--- src/rtl/pbs_pkg.sv ---
// Shared types and constants for the battle-sequencing controller.
// Holds the FSM state encoding and the select-line meanings seen by the datapath.
package pbs_pkg;

    typedef enum logic [3:0] {
        IDLE,
        INIT,
        WAIT_MOVE,
        P_CALC,
        P_APPLY,
        P_CHECK,
        AI_THINK,
        AI_CALC,
        AI_APPLY,
        AI_CHECK,
        DONE
    } state_t;

    localparam logic TGT_PLAYER  = 1'b0;
    localparam logic TGT_AI      = 1'b1;
    localparam logic ACTR_PLAYER = 1'b0;
    localparam logic ACTR_AI     = 1'b1;

    localparam int HP_W_DEF   = 4;
    localparam int MOVE_W_DEF = 2;

    function automatic int max2(input int a, input int b);
        return (a > b) ? a : b;
    endfunction

endpackage

--- src/rtl/pbs_wait_cnt.sv ---
// Loadable down-counter used for both the AI think delay and the HP settle delay.
// Holds at zero once it gets there; a load always wins over counting.
module pbs_wait_cnt #(
    parameter int W = 2
) (
    input  logic         clk,
    input  logic         rst,
    input  logic         load,
    input  logic [W-1:0] load_val,
    output logic         zero
);

    logic [W-1:0] count;

    always_ff @(posedge clk) begin
        if (rst) begin
            count <= '0;
        end else if (load) begin
            count <= load_val;
        end else if (count != '0) begin
            count <= count - 1'b1;
        end
    end

    assign zero = (count == '0);

endmodule

--- src/rtl/pbs_ctrl.sv ---
// Battle sequencer: takes the player's move, alternates player and AI attacks,
// watches both HP values after each apply and declares the winner.
module pbs_ctrl
    import pbs_pkg::*;
#(
    parameter int HP_W          = HP_W_DEF,
    parameter int MOVE_W        = MOVE_W_DEF,
    parameter int THINK_CYCLES  = 4,
    parameter int SETTLE_CYCLES = 2,
    parameter int MAX_TURNS     = 15,
    parameter int TURN_W        = 4
) (
    input  logic              clk,
    input  logic              rst,
    input  logic              start,
    input  logic              move_valid,
    input  logic [MOVE_W-1:0] p_move,
    output logic              move_ready,
    output logic [MOVE_W-1:0] p_move_out,
    input  logic [HP_W-1:0]   p_hp,
    input  logic [HP_W-1:0]   AI_hp,
    output logic              dp_rst,
    output logic              target,
    output logic              actr,
    output logic              calc_dmg,
    output logic              app_dmg,
    output logic [TURN_W-1:0] turn_cnt,
    output logic              game_over,
    output logic              player_won
);

    localparam int CNT_MAX = max2(THINK_CYCLES, SETTLE_CYCLES) - 1;
    localparam int CNT_W   = (CNT_MAX > 0) ? $clog2(CNT_MAX + 1) : 1;
    localparam logic [CNT_W-1:0]  SETTLE_LD = CNT_W'(SETTLE_CYCLES - 1);
    localparam logic [CNT_W-1:0]  THINK_LD  = CNT_W'(THINK_CYCLES - 1);
    localparam logic [TURN_W-1:0] TURN_LIM  = TURN_W'(MAX_TURNS);

    state_t            state_q;
    state_t            state_d;
    logic              cnt_load;
    logic [CNT_W-1:0]  cnt_val;
    logic              cnt_zero;
    logic [TURN_W-1:0] turn_nxt;

    assign turn_nxt = turn_cnt + 1'b1;

    pbs_wait_cnt #(.W(CNT_W)) u_wait_cnt (
        .clk      (clk),
        .rst      (rst),
        .load     (cnt_load),
        .load_val (cnt_val),
        .zero     (cnt_zero)
    );

    // Handshake: a move is taken on a cycle where move_valid && move_ready;
    // move_ready is high only in WAIT_MOVE, so valid elsewhere is ignored.
    always_comb begin
        state_d    = state_q;
        cnt_load   = 1'b0;
        cnt_val    = '0;
        dp_rst     = 1'b0;
        target     = TGT_PLAYER;
        actr       = ACTR_PLAYER;
        calc_dmg   = 1'b0;
        app_dmg    = 1'b0;
        move_ready = 1'b0;
        game_over  = 1'b0;
        case (state_q)
            IDLE: if (start) state_d = INIT;
            INIT: begin
                dp_rst  = 1'b1;
                state_d = WAIT_MOVE;
            end
            WAIT_MOVE: begin
                move_ready = 1'b1;
                if (move_valid) state_d = P_CALC;
            end
            P_CALC: begin
                target   = TGT_AI;
                calc_dmg = 1'b1;
                state_d  = P_APPLY;
            end
            P_APPLY: begin
                target   = TGT_AI;
                app_dmg  = 1'b1;
                cnt_load = 1'b1;
                cnt_val  = SETTLE_LD;
                state_d  = P_CHECK;
            end
            P_CHECK: begin
                target = TGT_AI;
                if (cnt_zero) begin
                    if (AI_hp == '0) begin
                        state_d = DONE;
                    end else begin
                        cnt_load = 1'b1;
                        cnt_val  = THINK_LD;
                        state_d  = AI_THINK;
                    end
                end
            end
            AI_THINK: begin
                actr = ACTR_AI;
                if (cnt_zero) state_d = AI_CALC;
            end
            AI_CALC: begin
                actr     = ACTR_AI;
                calc_dmg = 1'b1;
                state_d  = AI_APPLY;
            end
            AI_APPLY: begin
                actr     = ACTR_AI;
                app_dmg  = 1'b1;
                cnt_load = 1'b1;
                cnt_val  = SETTLE_LD;
                state_d  = AI_CHECK;
            end
            AI_CHECK: begin
                actr = ACTR_AI;
                if (cnt_zero) begin
                    if (p_hp == '0 || turn_nxt == TURN_LIM) state_d = DONE;
                    else                                     state_d = WAIT_MOVE;
                end
            end
            DONE: begin
                game_over = 1'b1;
                if (start) state_d = INIT;
            end
            default: state_d = IDLE;
        endcase
    end

    always_ff @(posedge clk) begin
        if (rst) begin
            state_q    <= IDLE;
            p_move_out <= '0;
            turn_cnt   <= '0;
            player_won <= 1'b0;
        end else begin
            state_q <= state_d;
            case (state_q)
                INIT: begin
                    turn_cnt   <= '0;
                    player_won <= 1'b0;
                end
                WAIT_MOVE: if (move_valid) p_move_out <= p_move;
                P_CHECK:   if (cnt_zero && AI_hp == '0) player_won <= 1'b1;
                AI_CHECK: begin
                    if (cnt_zero) begin
                        if (p_hp == '0) begin
                            player_won <= 1'b0;
                        end else begin
                            turn_cnt <= turn_nxt;
                            // On the turn limit a tie goes to the AI.
                            if (turn_nxt == TURN_LIM) player_won <= (p_hp > AI_hp);
                        end
                    end
                end
                default: ;
            endcase
        end
    end

endmodule

--- config.mk ---
export PLATFORM = sky130hd
export DESIGN_NAME = pbs_ctrl
export DESIGN_NICKNAME = d
export VERILOG_FILES = /design/src/rtl/pbs_pkg.sv /design/src/rtl/pbs_wait_cnt.sv /design/src/rtl/pbs_ctrl.sv
export SDC_FILE = /design/constraint.sdc
export NUM_CORES = 1
export LEC_CHECK = 0
export BUFFER_PORTS_ARGS = -buffer_cell sky130_fd_sc_hd__buf_2
export CAP_MARGIN = 0
export CORE_MARGIN = 2
export CORE_UTILIZATION = 52
export CTS_CLUSTER_SIZE = 25
export DETAILED_ROUTE_END_ITERATION = 10
export GPL_ROUTABILITY_DRIVEN = 0
export PLACE_DENSITY = 0.79
export RECOVER_POWER = 50
export SLEW_MARGIN = 20
export SYNTH_ARGS = -nofsm -noshare
export SYNTH_HDL_FRONTEND = slang
export SYNTH_HIERARCHICAL = 1
export SYNTH_SLANG_ARGS = --single-unit
--- constraint.sdc ---
create_clock -name clk -period 2.1 [get_ports clk]
set_input_delay 0 -clock clk [delete_from_list [all_inputs] [get_ports clk]]
set_output_delay 0 -clock clk [all_outputs]
set_load 0.01 [all_outputs]
==> summary.md, run 1 <==
| Metric | Value |
|---|---|
| TritonRoute pass-1 iters | 4 |
| Largest family of logic cells by synthesized area | compound AO/OA/AOI/OAI gates |
| Detailed Place HPWL | 1.98 mm |
| Drt wl/cell | 13.9 µm |
| Busiest metal layer after global routing | met2 |
| Initial Util | 0.554 |
| Post-synthesis sequential area ratio | 0.240 |
| CP Data Arrival Time | 2110 ps |
| Max-Cap Viols | 0 |
| Final Critical Period | 1900 ps |
| Compound-Gate Fraction of Synth Area | 0.274 |
| Drt total wl | 2.63 mm |
| Share of cells above drive strength 1 | 0.191 |
| Hold path start | rst |
| Root buffer selected by CTS | clkbuf_4 |
| CTS Buffer Depth | 2 |
| Post-route DRC violation count | 0 |
| Post-synth top area cell | dfxtp_1 |
| TritonCTS Buffers | 3 |
| Die Wd | 49.7 µm |
| Worst Setup End Kind | register |
| Reg2reg setup slack | 200 ps |
| Vias | 1091 |
| Synth Area in XOR/XNOR | 0.0161 |
| Setup_tns | 0 ps |
| Hold Violations, Final | 0 |
| Area grow syn2layout | 13.9% |
| Reg2reg path depth | 4 |
| Via density | 5.77 |
| Row cnt | 16 |
| Post-layout nets | 184 |
| Full die area | 0.00247 mm² |
| CTS H-tree depth | 1 |
| Mux cell area share after synthesis | 0.0369 |
| Crit path kind | register to register |
| Total grt overflow | 0 |
| Synth async-reset ratio | 0 |
| Endpoint, Worst Hold | state_q[0] |
| Hold Path Class | input port to register |
| Status | finished clean |
| Synth Instances | 135 |
| DRT iter0 DRCs | 39 |
| WHS Path Cells | 2 |
| Unrepaired setup endpoints after global routing | no |
| Leakage | 0.561 nW |
| Synthesis-stage register bit count | 13 |
| Met1 GRT Util | 0.287 |
| CP Data Required Time | 2320 ps |
| Post-Synth Adder-Cell Area | 0.0806 |
| Core area | 0.00196 mm² |
| Met2 Use GR | 0.380 |
| Synth Warn # | 6 |
| Crit-path max FO | 17 |
| Filler cells | 212 |
| Synth Area in Simple Gates | 0.267 |
| First-pass GRT wire length | 4.43 mm |
| # Post-CTS Setup Buffers | 0 |
| Pwr dens | 896 mW/mm² |
| Post-synthesis cell area | 0.00109 mm² |
| Initial antenna violation count | 0 |
| Max-slew headroom | 0.571 |
| Top post-synthesis cells by area | dfxtp_1, ha_1, nor2_1, a21oi_1, inv_1 |
| Startpoint Class | register |
| Post-synth top area share | 0.240 |
| Port Buf Inserts | 27 |
| Commonest cells post-synth | nor2_1, dfxtp_1, inv_1 |
| FF-to-FF Start | state_q[3] |
| Tightest Pin Transition | 643 ps |
| Unique cell type count in the Yosys netlist | 44 |
| Fin crit share | 0.903 |
| Peak Freq | 0.528 GHz |
| CTS tree | built |
| Syn_area_per_cell | 8.04 µm² |
| Clk Latency, worst-skew pair | 280 ps |
| Endpoints failing setup | 0 |
| Syn Nets | 156 |
| Fin. max-slew vios | 0 |
| Vias in the first global route | 1030 |
| Die Ht | 49.7 µm |
| GRT Total Usage | 0.231 |
| Top-count cell post-synth | nor2_1 |
| Largest net degree at the start of global routing | 18 |
| ANT cells | 0 |
| Max VDD drop | 0.000416 V |
| Setup Skew | 5.83 ps |
| Worst-path clk slew | 90 ps |
| Clock sink total | 13 |
| Met3 GRT Util | 0.0485 |
| Post-synth EDFFs | 0 |
| Post-DRT Antenna Nets | 0 |
| Ports | 28 |
| Post-layout power | 1.11 mW |
| Post-synth top flop | dfxtp_1 |
| R2r endpoint | turn_cnt[3] |
==> critical path: stages, from the launching register on <==
cell	delay, ps
dfxtp_1	740
inv_1	200
nor4_1	590
a22oi_1	180
nor2_1	120
==> report_power, final <==
| group | internal (mW) | total, mW | switching, mW |
|---|---|---|---|
| Sequential | 0.292 | 0.392 | 0.100 |
| Combinational | 0.243 | 0.555 | 0.312 |
| Clock | 0.0736 | 0.162 | 0.0881 |
| Total | 0.609 | 1.11 | 0.500 |
==> layer usage <==
layer	part of all wire	vias to the layer above
met5	0	-
met3	0.067	2
met1	0.44	506
met2	0.49	44
met4	0.0049	0
li1	-	539
==> how the worst max path moves through the flow <==
stage	endpoint	cells after the start	from	slack (ps)
5_1_grt	turn_cnt[3]	4	state_q[3]	80
6_report	turn_cnt[3]	4	state_q[3]	200
3_3_place_gp	u_wait_cnt/count[1]	4	state_q[3]	350
3_5_place_dp	u_wait_cnt/count[1]	4	state_q[3]	280
2_1_floorplan	turn_cnt[2]	8	u_wait_cnt/count[0]	510
4_1_cts	turn_cnt[3]	4	state_q[3]	240
==> registers in the layout, indices dropped and copies added (netlist names) <==
signal,cells
state_q,4
turn_cnt,4
p_move_out,2
u_wait_cnt/count,2
player_won,1
==> cells by family (layout without fill, tap and decap cells) <==
family | after synthesis | count (layout)
AOI/OAI and AO/OA | 39 | 39
adders and majority gates | 7 | 7
muxes | 4 | 4
DFF | 13 | 13
xor gates and xnor gates | 2 | 2
and+or+nand+nor | 52 | 52
buffers and inverters | 18 | 45
==> layout by cell type (no fill, tap or decap), types with 3 or more instances in the layout <==
cell type / n
nor2_1: 15
buf_2: 18
a21oi_1: 9
nor3_1: 4
nand2b_1: 3
nor2b_1: 5
ha_1: 7
nand2_1: 10
dfxtp_1: 13
a22oi_1: 4
mux2i_1: 4
clkbuf_4: 3
clkbuf_1: 11
o21ai_0: 6
inv_1: 11
==> metrics by stage <==
step | utilization | cells | area, µm² | hold WS [ps] | setup WS, ps
finish | 0.631 | 189 | 1240 | 65.0 | 204
global route | 0.631 | 189 | 1240 | 77.5 | 80.3
CTS | 0.641 | 189 | 1260 | 54.4 | 243
detailed placement | 0.617 | 183 | 1210 | 251 | 276
global placement | 0.617 | 183 | 1210 | 235 | 351
floorplan | - | 135 | 1090 | 72.1 | 514
==> area by class of cell <==
type / count / area, µm² / share of cell area
Sequential cell: 13 / 260 / 0.210
Timing Repair Buffer: 30 / 148 / 0.119
Inverter: 11 / 41.3 / 0.0334
Clock buffer: 4 / 26.3 / 0.0212
Tap cell: 27 / 33.8 / 0.0273
Multi-Input combinational cell: 104 / 728 / 0.588
==> timing repair <==
item                      4_1_cts  5_1_grt
hold endpoints to repair        2        0
hold buffers                    2        0
resized for setup               0        0
No activity file was read; power rests on OpenSTA's default activity.
==> inputs of run 2 (changes only) <==
==> constraint.sdc (replaced) <==
create_clock -name clk -period 2.1 [get_ports clk]
set_input_delay 0.21 -clock clk [delete_from_list [all_inputs] [get_ports clk]]
set_output_delay 0.21 -clock clk [all_outputs]
set_load 0.01 [all_outputs]
==> run 2 against run 1 <==
  * Fmax shrank 1.9%
  * Hold slack gained 110 ps
  * Clock skew grew 1.2 ps
  * Sequential share of layout area grew 0.35 points
  * Via count shrank 1.2%
  * Clock power is essentially flat
  * Cell count shrank 1.1%
  * Total power shrank 0.31%
  * Critical path type is now register to primary output
  * Critical endpoint is now actr
  * Largest power group unchanged
==> summary.md, run 2 (synthesis gave the netlist of run 1 again) <==
| Metric | Value |
|---|---|
| Status | finished clean (unchanged) |
| Commonest cells after routing, fill and taps aside | buf_2, nor2_1, dfxtp_1 (unchanged) |
| Worst slack, placed | 276 ps (unchanged) |
| TritonCTS Buffers | 3 (unchanged) |
| Sequential share of power | 0.354 (was 0.353) |
| Core area | 0.00196 mm² (unchanged) |
| Leakage | 0.553 nW (was 0.561 nW) |
| Placed cell area | 0.00121 mm² (unchanged) |
| Post-layout nets | 182 (was 184) |
| Final Instance Count excl. Fillers | 187 (was 189) |
| Drt total wl | 2.58 mm (was 2.63 mm) |
| Design Area, Final | 0.00122 mm² (was 0.00124 mm²) |
| DRT iter0 DRCs | 37 (was 39) |
| Ports | 28 (unchanged) |
| Clock share of power | 0.145 (was 0.146) |
| Peak Freq | 0.517 GHz (was 0.528 GHz) |
| Post_cts resized | 0 (unchanged) |
| Fin. max-slew vios | 0 (unchanged) |
| Switching Fraction | 0.451 (about the same) |
| Fin crit share | 0.920 (was 0.903) |
| Max-slew headroom | 0.578 (was 0.571) |
| CP Data Arrival Time | 1720 ps (was 2110 ps) |
| Die Wd | 49.7 µm (unchanged) |
| Setup_tns | 0 ps (unchanged) |
| Full die area | 0.00247 mm² (unchanged) |
| Net switching power | 0.499 mW (was 0.500 mW) |
| Met2 Use GR | 0.362 (was 0.380) |
| Max-Cap Viols | 0 (unchanged) |
| Detailed Place HPWL | 1.98 mm (unchanged) |
| Met3 GRT Util | 0.0485 (unchanged) |
| ANT cells | 0 (unchanged) |
| Root buffer selected by CTS | clkbuf_4 (unchanged) |
| Vias in the first global route | 1006 (was 1030) |
| Inst Count DP | 183 (unchanged) |
| CTS H-tree depth | 1 (unchanged) |
| TritonRoute pass-1 iters | 5 (was 4) |
| Internal Power | 0.607 mW (was 0.609 mW) |
| CTS tree | built (unchanged) |
| First-pass GRT wire length | 4.35 mm (was 4.43 mm) |
| Port Buf Inserts | 27 (unchanged) |
| Biggest regs | state_q: 4 flops, turn_cnt: 4 flops (unchanged) |
| Share of cells above drive strength 1 | 0.194 (was 0.191) |
| Crit path kind | register to primary output (was register to register) |
| Final Critical Period | 1930 ps (was 1900 ps) |
| Area grow syn2layout | 12.1% (was 13.9%) |
| Initial Util | 0.554 (unchanged) |
| Post-route worst setup slack | 167 ps (was 204 ps) |
| Crit-path max FO | 15 (was 17) |
| Vias | 1078 (was 1091) |
| Hold Path Class | input port to register (unchanged) |
| Endpoints failing setup | 0 (unchanged) |
| Busiest metal layer after global routing | met2 (unchanged) |
| Total grt overflow | 0 (unchanged) |
| GRT Total Usage | 0.226 (was 0.231) |
| Post-route DRC violation count | 0 (unchanged) |
| Post-DRT Antenna Nets | 0 (unchanged) |
| Via density | 5.76 (was 5.77) |
| CTS Hold Bufs | 0 (was 2) |
| Drt wl/cell | 13.8 µm (was 13.9 µm) |
| Largest net degree at the start of global routing | 18 (unchanged) |
| # Post-CTS Setup Buffers | 0 (unchanged) |
| Tightest Pin Transition | 631 ps (was 643 ps) |
| Worst Setup End Kind | primary output (was register) |
| Row cnt | 16 (unchanged) |
| CTS Buffer Depth | 2 (unchanged) |
| Hold Violations, Final | 0 (unchanged) |
| Die Ht | 49.7 µm (unchanged) |
| Unrepaired setup endpoints after global routing | no (unchanged) |
| Commonest non-fill, non-tap cell in the layout | buf_2 (unchanged) |
| Worst-path clk slew | 90 ps (about the same) |
| Max VDD drop | 0.000414 V (was 0.000416 V) |
| Initial antenna violation count | 0 (unchanged) |
| Met1 GRT Util | 0.287 (unchanged) |
| Clk Latency, worst-skew pair | 280 ps (about the same) |
| Combinational Power Share | 0.501 (about the same) |
| CP Data Required Time | 1890 ps (was 2320 ps) |
| Clock sink total | 13 (unchanged) |
| Startpoint Class | register (unchanged) |
| Pwr dens | 908 mW/mm² (was 896 mW/mm²) |
| Setup Skew | 7.01 ps (was 5.83 ps) |
==> run 2: worst paths after layout <==
kind | startpoint | endpoint | slack, ps | depth (start not counted)
worst max-delay path | state_q[2] | actr | 170 | 5
worst min register to register | p_move_out[0] | p_move_out[0] | 510 | 2
worst min-delay path | p_move[0] | p_move_out[0] | 170 | 3
worst max register to register | state_q[3] | turn_cnt[3] | 200 | 4
==> run 2: layout make-up <==
class	instances	area, µm²
flip-flops and latches	13	260
fillers	214	744
inverters	11	41.3
clock buffers	4	26.3
well taps	27	33.8
multi-input cells	104	728
repair buffers	28	128
==> run 2: power by group through the flow <==
stage	combinational (mW)	sequential [mW]	clock [mW]
floorplan	0.509	0.329	0
global placement	0.543	0.391	0
detailed placement	0.560	0.396	0
CTS	0.563	0.390	0.168
global route	0.610	0.403	0.180
finish	0.554	0.391	0.161
==> run 2: metrics by stage <==
stage | total power, mW | util | hold WS [ps]
floorplan | 0.838 | - | 282
global placement | 0.934 | 0.617 | 445
detailed placement | 0.956 | 0.617 | 461
CTS | 1.12 | 0.631 | 168
global route | 1.19 | 0.621 | 183
finish | 1.11 | 0.621 | 172
==> run 2: metal layers <==
metal	share of wire	wire length (µm)
met1	0.46	1170
met2	0.47	1210
met3	0.063	162
met4	0.011	28
met5	0	0
==> run 2: worst max-delay path, cell delays in order (launching register included) <==
cell and delay (ps):
dfxtp_1 660, inv_1 220, nand2_1 150, nor2_1 80
a21o_1 190, buf_2 140
==> inputs of run 3 (changes only) <==
--- a/config.mk
+++ b/config.mk
@@ -5,14 +5,17 @@
 export SDC_FILE = /design/constraint.sdc
 export NUM_CORES = 1
 export LEC_CHECK = 0
+export ABC_CLOCK_PERIOD_IN_PS = 2100
 export BUFFER_PORTS_ARGS = -buffer_cell sky130_fd_sc_hd__buf_2
 export CAP_MARGIN = 0
+export CELL_PAD_IN_SITES_DETAIL_PLACEMENT = 0
+export CELL_PAD_IN_SITES_GLOBAL_PLACEMENT = 1
 export CORE_MARGIN = 2
-export CORE_UTILIZATION = 52
+export CORE_UTILIZATION = 38
 export CTS_CLUSTER_SIZE = 25
 export DETAILED_ROUTE_END_ITERATION = 10
 export GPL_ROUTABILITY_DRIVEN = 0
-export PLACE_DENSITY = 0.79
+export PLACE_DENSITY_LB_ADDON = 0.1
 export RECOVER_POWER = 50
 export SLEW_MARGIN = 20
 export SYNTH_ARGS = -nofsm -noshare
==> run 3 against run 2 <==
  * Via count decreased by 3.2%
  * Worst setup slack improved by 56 ps
  * Die area is 34% higher
  * Largest cell class unchanged
  * Highest routed layer unchanged
==> summary.md, run 3 (synthesis gave the netlist of run 1 again) <==
| Metric | Value |
|---|---|
| Via density | 5.41 (was 5.76) |
| CTS tree | built (unchanged) |
| Area grow syn2layout | 14.2% (was 12.1%) |
| Slowest-stage cell, CP | dfxtp_1 (unchanged) |
| Commonest non-fill, non-tap cell in the layout | buf_2 (unchanged) |
| Root buffer selected by CTS | clkbuf_4 (unchanged) |
| Hold Path Class | input port to register (unchanged) |
| Peak Freq | 0.533 GHz (was 0.517 GHz) |
| Worst-path clk slew | 90 ps (about the same) |
| CTS Buffer Depth | 2 (unchanged) |
| Post-DRT Antenna Nets | 0 (unchanged) |
| Largest net degree at the start of global routing | 16 (was 18) |
| Share of cells above drive strength 1 | 0.210 (was 0.194) |
| Core area | 0.00273 mm² (was 0.00196 mm²) |
| TritonCTS Buffers | 3 (unchanged) |
| Crit path kind | register to primary output (unchanged) |
| Drt wl/cell | 13.1 µm (was 13.8 µm) |
| Net switching power | 0.495 mW (was 0.499 mW) |
| Initial antenna violation count | 0 (unchanged) |
| Commonest cells after routing, fill and taps aside | buf_2, nor2_1, dfxtp_1 (unchanged) |
| Total grt overflow | 0 (unchanged) |
| Placed cell area | 0.00123 mm² (was 0.00121 mm²) |
| Detailed Place HPWL | 1.94 mm (was 1.98 mm) |
| Cell Chain, Critical Path | nor2b_1 -> a21o_1 -> buf_2 (was inv_1 -> nand2_1 -> nor2_1 -> a21o_1 -> buf_2) |
| Startpoint Class | register (unchanged) |
| Met1 GRT Util | 0.244 (was 0.287) |
| Vias | 1044 (was 1078) |
| Worst Setup End Kind | primary output (unchanged) |
| CP Data Required Time | 1890 ps (about the same) |
| Post-layout power | 1.12 mW (was 1.11 mW) |
| Drt total wl | 2.53 mm (was 2.58 mm) |
| Final Critical Period | 1880 ps (was 1930 ps) |
| Full die area | 0.00330 mm² (was 0.00247 mm²) |
| Endpoints failing setup | 0 (unchanged) |
| Max VDD drop | 0.000499 V (was 0.000414 V) |
| Crit path max-delay family | flip-flops (unchanged) |
| Busiest metal layer after global routing | met1 (was met2) |
| Setup_tns | 0 ps (unchanged) |
| Tightest Pin Transition | 533 ps (was 631 ps) |
| Die Ht | 57.5 µm (was 49.7 µm) |
| Clock share of power | 0.153 (was 0.145) |
| Buffers plus inverters on the worst setup path | 1 (was 2) |
| Clock sink total | 13 (unchanged) |
| Post-route worst setup slack | 223 ps (was 167 ps) |
| CP Data Arrival Time | 1670 ps (was 1720 ps) |
| ANT cells | 0 (unchanged) |
| WHS | 158 ps (was 172 ps) |
| Fin. max-slew vios | 0 (unchanged) |
| Design Area, Final | 0.00124 mm² (was 0.00122 mm²) |
| Leakage | 0.572 nW (was 0.553 nW) |
| First-pass GRT wire length | 4.39 mm (was 4.35 mm) |
| Unrepaired setup endpoints after global routing | no (unchanged) |
| TritonRoute pass-1 iters | 4 (was 5) |
| Biggest regs | state_q: 4 flops, turn_cnt: 4 flops (unchanged) |
| Die Wd | 57.5 µm (was 49.7 µm) |
| Port Buf Inserts | 27 (unchanged) |
| Post-route DRC violation count | 0 (unchanged) |
| Row cnt | 19 (was 16) |
| Internal Power | 0.624 mW (was 0.607 mW) |
| # Post-CTS Setup Buffers | 0 (unchanged) |
| Status | finished clean (unchanged) |
| Hold Violations, Final | 0 (unchanged) |
| DRT iter0 DRCs | 34 (was 37) |
| Sequential share of power | 0.328 (was 0.354) |
| Vias in the first global route | 980 (was 1006) |
| Switching Fraction | 0.442 (was 0.451) |
| Combinational Power Share | 0.518 (was 0.501) |
| Post-layout nets | 184 (was 182) |
| Setup Skew | 2.10 ps (was 7.01 ps) |
| Worst slack, placed | 313 ps (was 276 ps) |
| Crit-path max FO | 15 (unchanged) |
| Post_cts resized | 0 (unchanged) |
| Met2 Use GR | 0.240 (was 0.362) |
| Initial Util | 0.397 (was 0.554) |
| GRT Total Usage | 0.166 (was 0.226) |
| CTS H-tree depth | 1 (unchanged) |
| Fin crit share | 0.894 (was 0.920) |
| Max-Cap Viols | 0 (unchanged) |
| Ports | 28 (unchanged) |
| CTS Hold Bufs | 0 (unchanged) |
| Met3 GRT Util | 0.0295 (was 0.0485) |
| Max-slew headroom | 0.644 (was 0.578) |
| Clk Latency, worst-skew pair | 280 ps (about the same) |
| CP peak stage delay | 670 ps (was 660 ps) |
| Pwr dens | 903 mW/mm² (was 908 mW/mm²) |
## run 3: cell count changes in the layout (fill, tap and decap cells not counted)
cell,delta
clkbuf_1,-2
buf_2,+1
nor2b_1,+1
buf_4,+3
nor2b_2,-1
## run 3: worst min-delay path, stage by stage
cell and delay, ps:
buf_2 70, mux2i_1 50, nor2_1 70
## run 3: power groups by stage
stage | Sequential, mW | Combinational, mW | Clock (mW)
3_5_place_dp | 0.374 | 0.590 | 0
4_1_cts | 0.368 | 0.594 | 0.173
2_1_floorplan | 0.329 | 0.509 | 0
3_3_place_gp | 0.374 | 0.582 | 0
6_report | 0.367 | 0.580 | 0.172
5_1_grt | 0.380 | 0.655 | 0.186
## run 3: per-stage QoR
stage	std cells	util
4_1_cts	193	0.460
5_1_grt	193	0.454
2_1_floorplan	135	-
3_5_place_dp	189	0.450
6_report	193	0.454
3_3_place_gp	189	0.450
## run 3: path summary, 6_finish.rpt
kind / cells past startpoint / startpoint / slack, ps / end
setup reg to reg: 7 / u_wait_cnt/count[0] / 310 / turn_cnt[2]
hold reg to reg: 2 / p_move_out[0] / 500 / p_move_out[0]
hold / removal: 3 / p_move[1] / 160 / p_move_out[1]
setup / recovery: 3 / state_q[2] / 220 / actr
## run 3: per-layer routing
| layer | wire (µm) | part of all wire |
|---|---|---|
| met5 | 0 | 0 |
| met4 | 16 | 0.0063 |
| met3 | 154 | 0.061 |
| met2 | 1100 | 0.44 |
| met1 | 1250 | 0.50 |
## run 3: cell type report
type                       instances  area [µm²]
fill                             302        1490
multi-input combinational        104         726
sequential                        13         260
timing repair buffer              30         148
inverter                          11        41.3
tap                               31        38.8
clock buffer                       4        26.3
